<file path="src/rtl/decode_pkg.sv">
// Shared types and constants for the mod r/m / s-i-b decoder.
package decode_pkg;

  typedef logic [2:0] reg_t;

  localparam reg_t REG_EAX = 3'd0;
  localparam reg_t REG_ECX = 3'd1;
  localparam reg_t REG_EDX = 3'd2;
  localparam reg_t REG_EBX = 3'd3;
  localparam reg_t REG_ESP = 3'd4;
  localparam reg_t REG_EBP = 3'd5;
  localparam reg_t REG_ESI = 3'd6;
  localparam reg_t REG_EDI = 3'd7;

  localparam logic [1:0] MOD_MEM       = 2'b00;
  localparam logic [1:0] MOD_DISP8     = 2'b01;
  localparam logic [1:0] MOD_DISP16_32 = 2'b10;
  localparam logic [1:0] MOD_REG       = 2'b11;

  // 3'b100 is both "SIB follows" in rm and "no index" in the SIB index field.
  localparam logic [2:0] CODE_SIB_NO_INDEX = 3'b100;
  localparam logic [2:0] CODE_DISP32       = 3'b101;

  typedef enum logic [2:0] {
    ST_IDLE,
    ST_MODRM,
    ST_SIB,
    ST_DISP,
    ST_DONE
  } state_t;

  typedef struct packed {
    logic [2:0] reg_field;
    logic       rm_is_register;
    reg_t       rm_reg;
    logic       base_valid;
    reg_t       base_reg;
    logic       index_valid;
    reg_t       index_reg;
    logic [1:0] scale;
    logic       seg_ds;
    logic       seg_ss;
    logic [2:0] length;
    logic [2:0] disp_n;
    logic [1:0] mod;
  } desc_t;

  // Stack-relative bases default to SS; BP shares code 5 with EBP.
  function automatic logic base_uses_ss(input logic valid, input reg_t base);
    return valid && (base == REG_ESP || base == REG_EBP);
  endfunction

  // Displacement byte count implied by mod under 32-bit addressing.
  function automatic logic [2:0] disp_count32(input logic [1:0] mod);
    case (mod)
      MOD_DISP8:     return 3'd1;
      MOD_DISP16_32: return 3'd4;
      default:       return 3'd0;
    endcase
  endfunction

endpackage

</file>
<file path="src/rtl/disp_assembler.sv">
// Little-endian displacement collector with sign extension chosen by byte count.
module disp_assembler (
  input  logic        clock,
  input  logic        reset,
  input  logic        clear,
  input  logic        load,
  input  logic [7:0]  data,
  input  logic [2:0]  count,
  output logic [31:0] value,
  output logic        last
);

  logic [31:0] raw;
  logic [1:0]  idx;

  // Drop each accepted byte into the next byte lane.
  always_ff @(posedge clock) begin
    if (reset || clear) begin
      raw <= '0;
      idx <= '0;
    end else if (load) begin
      raw[{idx, 3'b000} +: 8] <= data;
      idx <= idx + 2'd1;
    end
  end

  // Flags the byte lane that completes the displacement, and sign-extends the result.
  always_comb begin
    last = (({1'b0, idx} + 3'd1) == count);
    case (count)
      3'd1:    value = {{24{raw[7]}}, raw[7:0]};
      3'd2:    value = {{16{raw[15]}}, raw[15:0]};
      3'd4:    value = raw;
      default: value = '0;
    endcase
  end

endmodule

</file>
<file path="src/rtl/modrm_sib_decoder.sv">
// Mod r/m + s-i-b byte decoder producing an effective-address descriptor for the AGU.
module modrm_sib_decoder
  import decode_pkg::*;
(
  input  logic        clock,
  input  logic        reset,
  input  logic        flush,
  input  logic        start,
  output logic        start_ready,
  input  logic        address_size_32,
  input  logic        in_valid,
  input  logic [7:0]  in_data,
  output logic        in_ready,
  output logic        out_valid,
  input  logic        out_ready,
  output logic [2:0]  reg_field,
  output logic        rm_is_register,
  output logic [2:0]  rm_reg,
  output logic        base_valid,
  output logic [2:0]  base_reg,
  output logic        index_valid,
  output logic [2:0]  index_reg,
  output logic        scale_x1,
  output logic        scale_x2,
  output logic        scale_x4,
  output logic        scale_x8,
  output logic [31:0] displacement,
  output logic        segment_DS,
  output logic        segment_SS,
  output logic [2:0]  modrm_length
);

  state_t     state, state_next;
  desc_t      desc, desc_next;
  logic       addr32;
  logic       asm_clear, asm_load, asm_last;
  logic [1:0] f_hi;
  logic [2:0] f_mid, f_low;

  assign f_hi  = in_data[7:6];
  assign f_mid = in_data[5:3];
  assign f_low = in_data[2:0];

  // State, descriptor and address-size registers.
  always_ff @(posedge clock) begin
    if (reset) begin
      state  <= ST_IDLE;
      desc   <= '0;
      addr32 <= 1'b0;
    end else begin
      state <= state_next;
      desc  <= desc_next;
      if (state == ST_IDLE && start && !flush) addr32 <= address_size_32;
    end
  end

  // Next-state and descriptor decode; one byte is consumed per in_valid cycle.
  always_comb begin
    state_next = state;
    desc_next  = desc;
    asm_clear  = 1'b0;
    asm_load   = 1'b0;
    if (flush) begin
      state_next = ST_IDLE;
      desc_next  = '0;
      asm_clear  = 1'b1;
    end else begin
      case (state)
        ST_IDLE: if (start) begin
          state_next = ST_MODRM;
          desc_next  = '0;
          asm_clear  = 1'b1;
        end
        ST_MODRM: if (in_valid) begin
          desc_next.reg_field = f_mid;
          desc_next.mod       = f_hi;
          desc_next.length    = 3'd1;
          if (f_hi == MOD_REG) begin
            desc_next.rm_is_register = 1'b1;
            desc_next.rm_reg         = f_low;
          end else if (addr32) begin
            if (f_low != CODE_SIB_NO_INDEX) begin
              if (f_hi == MOD_MEM && f_low == CODE_DISP32) begin
                desc_next.disp_n = 3'd4;
              end else begin
                desc_next.base_valid = 1'b1;
                desc_next.base_reg   = f_low;
                desc_next.disp_n     = disp_count32(f_hi);
              end
            end
          end else begin
            case (f_low)
              3'b000: begin desc_next.base_valid = 1'b1; desc_next.base_reg = REG_EBX;
                            desc_next.index_valid = 1'b1; desc_next.index_reg = REG_ESI; end
              3'b001: begin desc_next.base_valid = 1'b1; desc_next.base_reg = REG_EBX;
                            desc_next.index_valid = 1'b1; desc_next.index_reg = REG_EDI; end
              3'b010: begin desc_next.base_valid = 1'b1; desc_next.base_reg = REG_EBP;
                            desc_next.index_valid = 1'b1; desc_next.index_reg = REG_ESI; end
              3'b011: begin desc_next.base_valid = 1'b1; desc_next.base_reg = REG_EBP;
                            desc_next.index_valid = 1'b1; desc_next.index_reg = REG_EDI; end
              3'b100: begin desc_next.index_valid = 1'b1; desc_next.index_reg = REG_ESI; end
              3'b101: begin desc_next.index_valid = 1'b1; desc_next.index_reg = REG_EDI; end
              3'b110: if (f_hi != MOD_MEM) begin
                desc_next.base_valid = 1'b1;
                desc_next.base_reg   = REG_EBP;
              end
              default: begin desc_next.base_valid = 1'b1; desc_next.base_reg = REG_EBX; end
            endcase
            if (f_hi == MOD_DISP8)                          desc_next.disp_n = 3'd1;
            else if (f_hi == MOD_DISP16_32)                 desc_next.disp_n = 3'd2;
            else if (f_hi == MOD_MEM && f_low == 3'b110)    desc_next.disp_n = 3'd2;
          end
          if (f_hi != MOD_REG) begin
            desc_next.seg_ss = base_uses_ss(desc_next.base_valid, desc_next.base_reg);
            desc_next.seg_ds = !desc_next.seg_ss;
          end
          if (addr32 && f_hi != MOD_REG && f_low == CODE_SIB_NO_INDEX) state_next = ST_SIB;
          else if (desc_next.disp_n != 3'd0)                          state_next = ST_DISP;
          else                                                        state_next = ST_DONE;
        end
        ST_SIB: if (in_valid) begin
          desc_next.scale  = f_hi;
          desc_next.length = 3'd2;
          if (f_mid != CODE_SIB_NO_INDEX) begin
            desc_next.index_valid = 1'b1;
            desc_next.index_reg   = f_mid;
          end
          if (f_low == CODE_DISP32 && desc.mod == MOD_MEM) begin
            desc_next.disp_n = 3'd4;
          end else begin
            desc_next.base_valid = 1'b1;
            desc_next.base_reg   = f_low;
            desc_next.disp_n     = disp_count32(desc.mod);
          end
          desc_next.seg_ss = base_uses_ss(desc_next.base_valid, desc_next.base_reg);
          desc_next.seg_ds = !desc_next.seg_ss;
          state_next = (desc_next.disp_n != 3'd0) ? ST_DISP : ST_DONE;
        end
        ST_DISP: if (in_valid) begin
          asm_load         = 1'b1;
          desc_next.length = desc.length + 3'd1;
          if (asm_last) state_next = ST_DONE;
        end
        ST_DONE: if (out_ready) state_next = ST_IDLE;
        default: state_next = ST_IDLE;
      endcase
    end
  end

  disp_assembler u_disp (
    .clock (clock),
    .reset (reset),
    .clear (asm_clear),
    .load  (asm_load),
    .data  (in_data),
    .count (desc.disp_n),
    .value (displacement),
    .last  (asm_last)
  );

  assign start_ready    = (state == ST_IDLE);
  assign in_ready       = (state == ST_MODRM) || (state == ST_SIB) || (state == ST_DISP);
  assign out_valid      = (state == ST_DONE);
  assign reg_field      = desc.reg_field;
  assign rm_is_register = desc.rm_is_register;
  assign rm_reg         = desc.rm_reg;
  assign base_valid     = desc.base_valid;
  assign base_reg       = desc.base_reg;
  assign index_valid    = desc.index_valid;
  assign index_reg      = desc.index_reg;
  assign scale_x1       = (desc.scale == 2'd0);
  assign scale_x2       = (desc.scale == 2'd1);
  assign scale_x4       = (desc.scale == 2'd2);
  assign scale_x8       = (desc.scale == 2'd3);
  assign segment_DS     = desc.seg_ds;
  assign segment_SS     = desc.seg_ss;
  assign modrm_length   = desc.length;

endmodule

</file>
<file path="config.mk">
export PLATFORM = sky130hd
export DESIGN_NAME = modrm_sib_decoder
export DESIGN_NICKNAME = d
export VERILOG_FILES = /design/src/rtl/decode_pkg.sv /design/src/rtl/disp_assembler.sv /design/src/rtl/modrm_sib_decoder.sv
export SDC_FILE = /design/constraint.sdc
export NUM_CORES = 1
export LEC_CHECK = 0
export ABC_CLOCK_PERIOD_IN_PS = 6170
export CORE_MARGIN = 1
export CORE_UTILIZATION = 30
export CTS_CLUSTER_DIAMETER = 100
export DETAILED_ROUTE_END_ITERATION = 7
export GPL_TIMING_DRIVEN = 0
export PLACE_DENSITY = 0.54
export SLEW_MARGIN = 25
export SYNTH_ARGS = -nofsm -noshare
export SYNTH_HDL_FRONTEND = slang
export SYNTH_SLANG_ARGS = --single-unit
</file>
<file path="constraint.sdc">
create_clock -name clock -period 6.17 [get_ports clock]
set_clock_uncertainty 0.2 [all_clocks]
set_input_delay 1.851 -clock clock [delete_from_list [all_inputs] [get_ports clock]]
set_output_delay 1.851 -clock clock [all_outputs]
set_load 0.005 [all_outputs]
</file>
==> flow_summary.toml <==
[run_status]
status = "finished clean"

[detailed_routing]
via_per_inst = 5.16
drt_iter0_markers = 200
routed_wl_um = 12000
antenna_left = 0
wl_per_cell_um = 16.0
drc = 0
drtPass1Iterations = 5
num_vias = 3875

[grt]
antenna_found_initial = 0
grt_pass1_vias = 3772
grt-ovfl-total = 0
grt_max_degree = 14
grt_usage_pct = 18.7
grt_pass1_wl_um = 19100

[worst_setup_path]
arrival_ps = 2760
start_kind = "register"
crit_fanout = 10
worstSetupEndpointType = "primary output"
r2r_start = "u_disp.idx[0]"
required_ps = 4120
criticalPathCategory = "register to primary output"
cp-startpoint = "desc[4]"

[power]
peakVddDrop_v = 0.000128
p_leak_nw = 1.85
internal_power_mw = 0.759
pwr-share-comb_pct = 11.8
clkPwrFrac_pct = 47.5
switching_share_pct = 27.6
switching_power_mw = 0.290
p_seq_share_pct = 40.7
p_per_area_nw_per_um2 = 207

[clock_network]
cts_buffers = 9
cts_sinks = 65
ctsResizeCount = 0
cts_max_level = 3
clock_path_buffers = 2
clk_latency_ps = 340
postCtsHoldBufs = 0
root_buffer = "clkbuf_16"
cts_setup_buffers = 0
clk_pin_slew_worst_paths_ps = 60
tritoncts = "done"

[synth]
ys_warn_count = 0
async_reset_ff_share_pct = 0
ys.flop_type = "dfxtp_1"
synth_seq_area_share_pct = 33.9
syn_inst = 495
synth_seq_cells = 65
netlist_area_um2 = 3830
synth_fp_nets = 517
ys_types = 65
synth.avg_cell_area_um2 = 7.75
synth_edf_count = 0

[floorplan]
fp-row-count = 40
die-area_um2 = 13200
io_pins = 74
die_h_um = 115
die_x_um = 115
core_um2 = 12200
initial_utilization_pct = 31.4

[layout]
top_regs = "u_disp.raw: 32 flops, desc: 7 flops"
nets = 600
layout_common_cells = "72 x clkdlybuf4s50_1, 65 x dfxtp_1, 56 x nand2_1, 52 x a21oi_1, 42 x nor2_1"
areaGrowthSynthToFinish_pct = 31.8
diodes = 0
largest_register = "u_disp.raw"
fill_cells = 1289
finalCoreUtilization_pct = 41.4
drive_above_1_share_pct = 9.78
largest_register_ffs = 32
layout_commonest_cell = "clkdlybuf4s50_1"

[min_path]
min_path_type = "register to register"
min_from = "u_disp.raw[6]"

[sta]
slew_violations = 0
max_slew_margin_pct = 30.6
worstMarginPinSlew_ps = 1040
finalSetupViolCount = 0
hold_viol = 0
fin_crit_sh_pct = 77.9
fmax_mhz = 208
period_minus_slack_ps = 4810
rsz0062_at_grt = "false"
fin_setup_tns_ps = 0

[place]
port_buffers = 72
gp_congestion = 0.926
dp_hpwl_um = 8690

[run]
cap_violations = 0
[layer usage]
| layer | up-vias | share of wire (%) | global-route usage, % |
|---|---|---|---|
| met2 | 125 | 48 | 31.8 |
| met5 | - | 0 | 0 |
| met3 | 13 | 5.3 | 3.37 |
| li1 | 1920 | - | - |
| met1 | 1817 | 46 | 23.5 |
| met4 | 0 | 1.5 | 7.19 |
[power groups by stage]
stage               clock [mW]  sequential (mW)  combinational (mW)
floorplan                    0            0.435              0.0743
global placement             0            0.436               0.122
detailed placement           0            0.436               0.122
CTS                      0.504            0.426               0.123
global route             0.523            0.427               0.135
finish                   0.498            0.426               0.124
[synthesized netlist by cell type (3+ instances only)]
cell,instances,area (um2)
a211oi_1,4,30.0
a21o_1,27,203
a21oi_1,52,260
a22oi_1,11,82.6
a31oi_1,11,68.8
and2_1,4,25.0
buf_2,8,40.0
buf_4,15,113
buf_6,3,33.8
clkbuf_1,24,90.1
dfxtp_1,65,1300
ha_1,7,87.6
inv_1,10,37.5
mux2i_1,3,30.0
nand2_1,56,210
nand2b_1,6,37.5
nand3_1,36,180
nand3b_1,6,45.0
nor2_1,42,158
nor2b_1,16,100
nor3_1,7,35.0
nor3b_1,6,45.0
o21ai_0,16,80.1
o221ai_1,3,26.3
or3_1,5,31.3
xnor2_1,5,43.8
[path summary, 6_finish.rpt]
kind	slack (ps)	depth (start not counted)	endpoint
worst max-delay path	1360	5	displacement[30]
worst max register to register	3430	6	u_disp.raw[23]
worst min-delay path	250	2	u_disp.raw[6]
worst min register to register	250	2	u_disp.raw[6]
[worst max-delay path: stages (launching register included)]
cell and delay [ps]:
dfxtp_1 300, clkbuf_1 360, nor3b_1 730, clkbuf_1 360
a21o_1 170, clkdlybuf4s50_1 500
[final cells by class]
class | instances | area [um2] | area share (%)
clock buffer | 10 | 239 | 4.73
buffer | 52 | 284 | 5.62
inverter | 10 | 37.5 | 0.742
clock inverter | 6 | 51.3 | 1.01
sequential | 65 | 1300 | 25.7
multi-input combinational | 368 | 2210 | 43.8
timing repair buffer | 72 | 721 | 14.3
tap | 168 | 210 | 4.16
[stage by stage]
stage	cell area, um2	total power [mW]	hold WS, ps	cells	setup slack, ps
2_1_floorplan	3830	0.509	227	495	2580
3_3_place_gp	4770	0.558	245	735	1740
3_5_place_dp	4770	0.558	244	735	1700
4_1_cts	5060	1.05	252	751	1340
5_1_grt	5060	1.08	273	751	1080
6_report	5060	1.05	247	751	1360
[kinds of logic after synthesis]
kind of cell | share of synthesized area (%)
fa+ha+maj | 2.28
compound gates | 26.1
xor+xnor | 1.37
buf+inv | 8.39
mux | 0.783
simple gates | 27.2
flops | 33.9
Note: power is estimated with default switching activity, not from simulation.
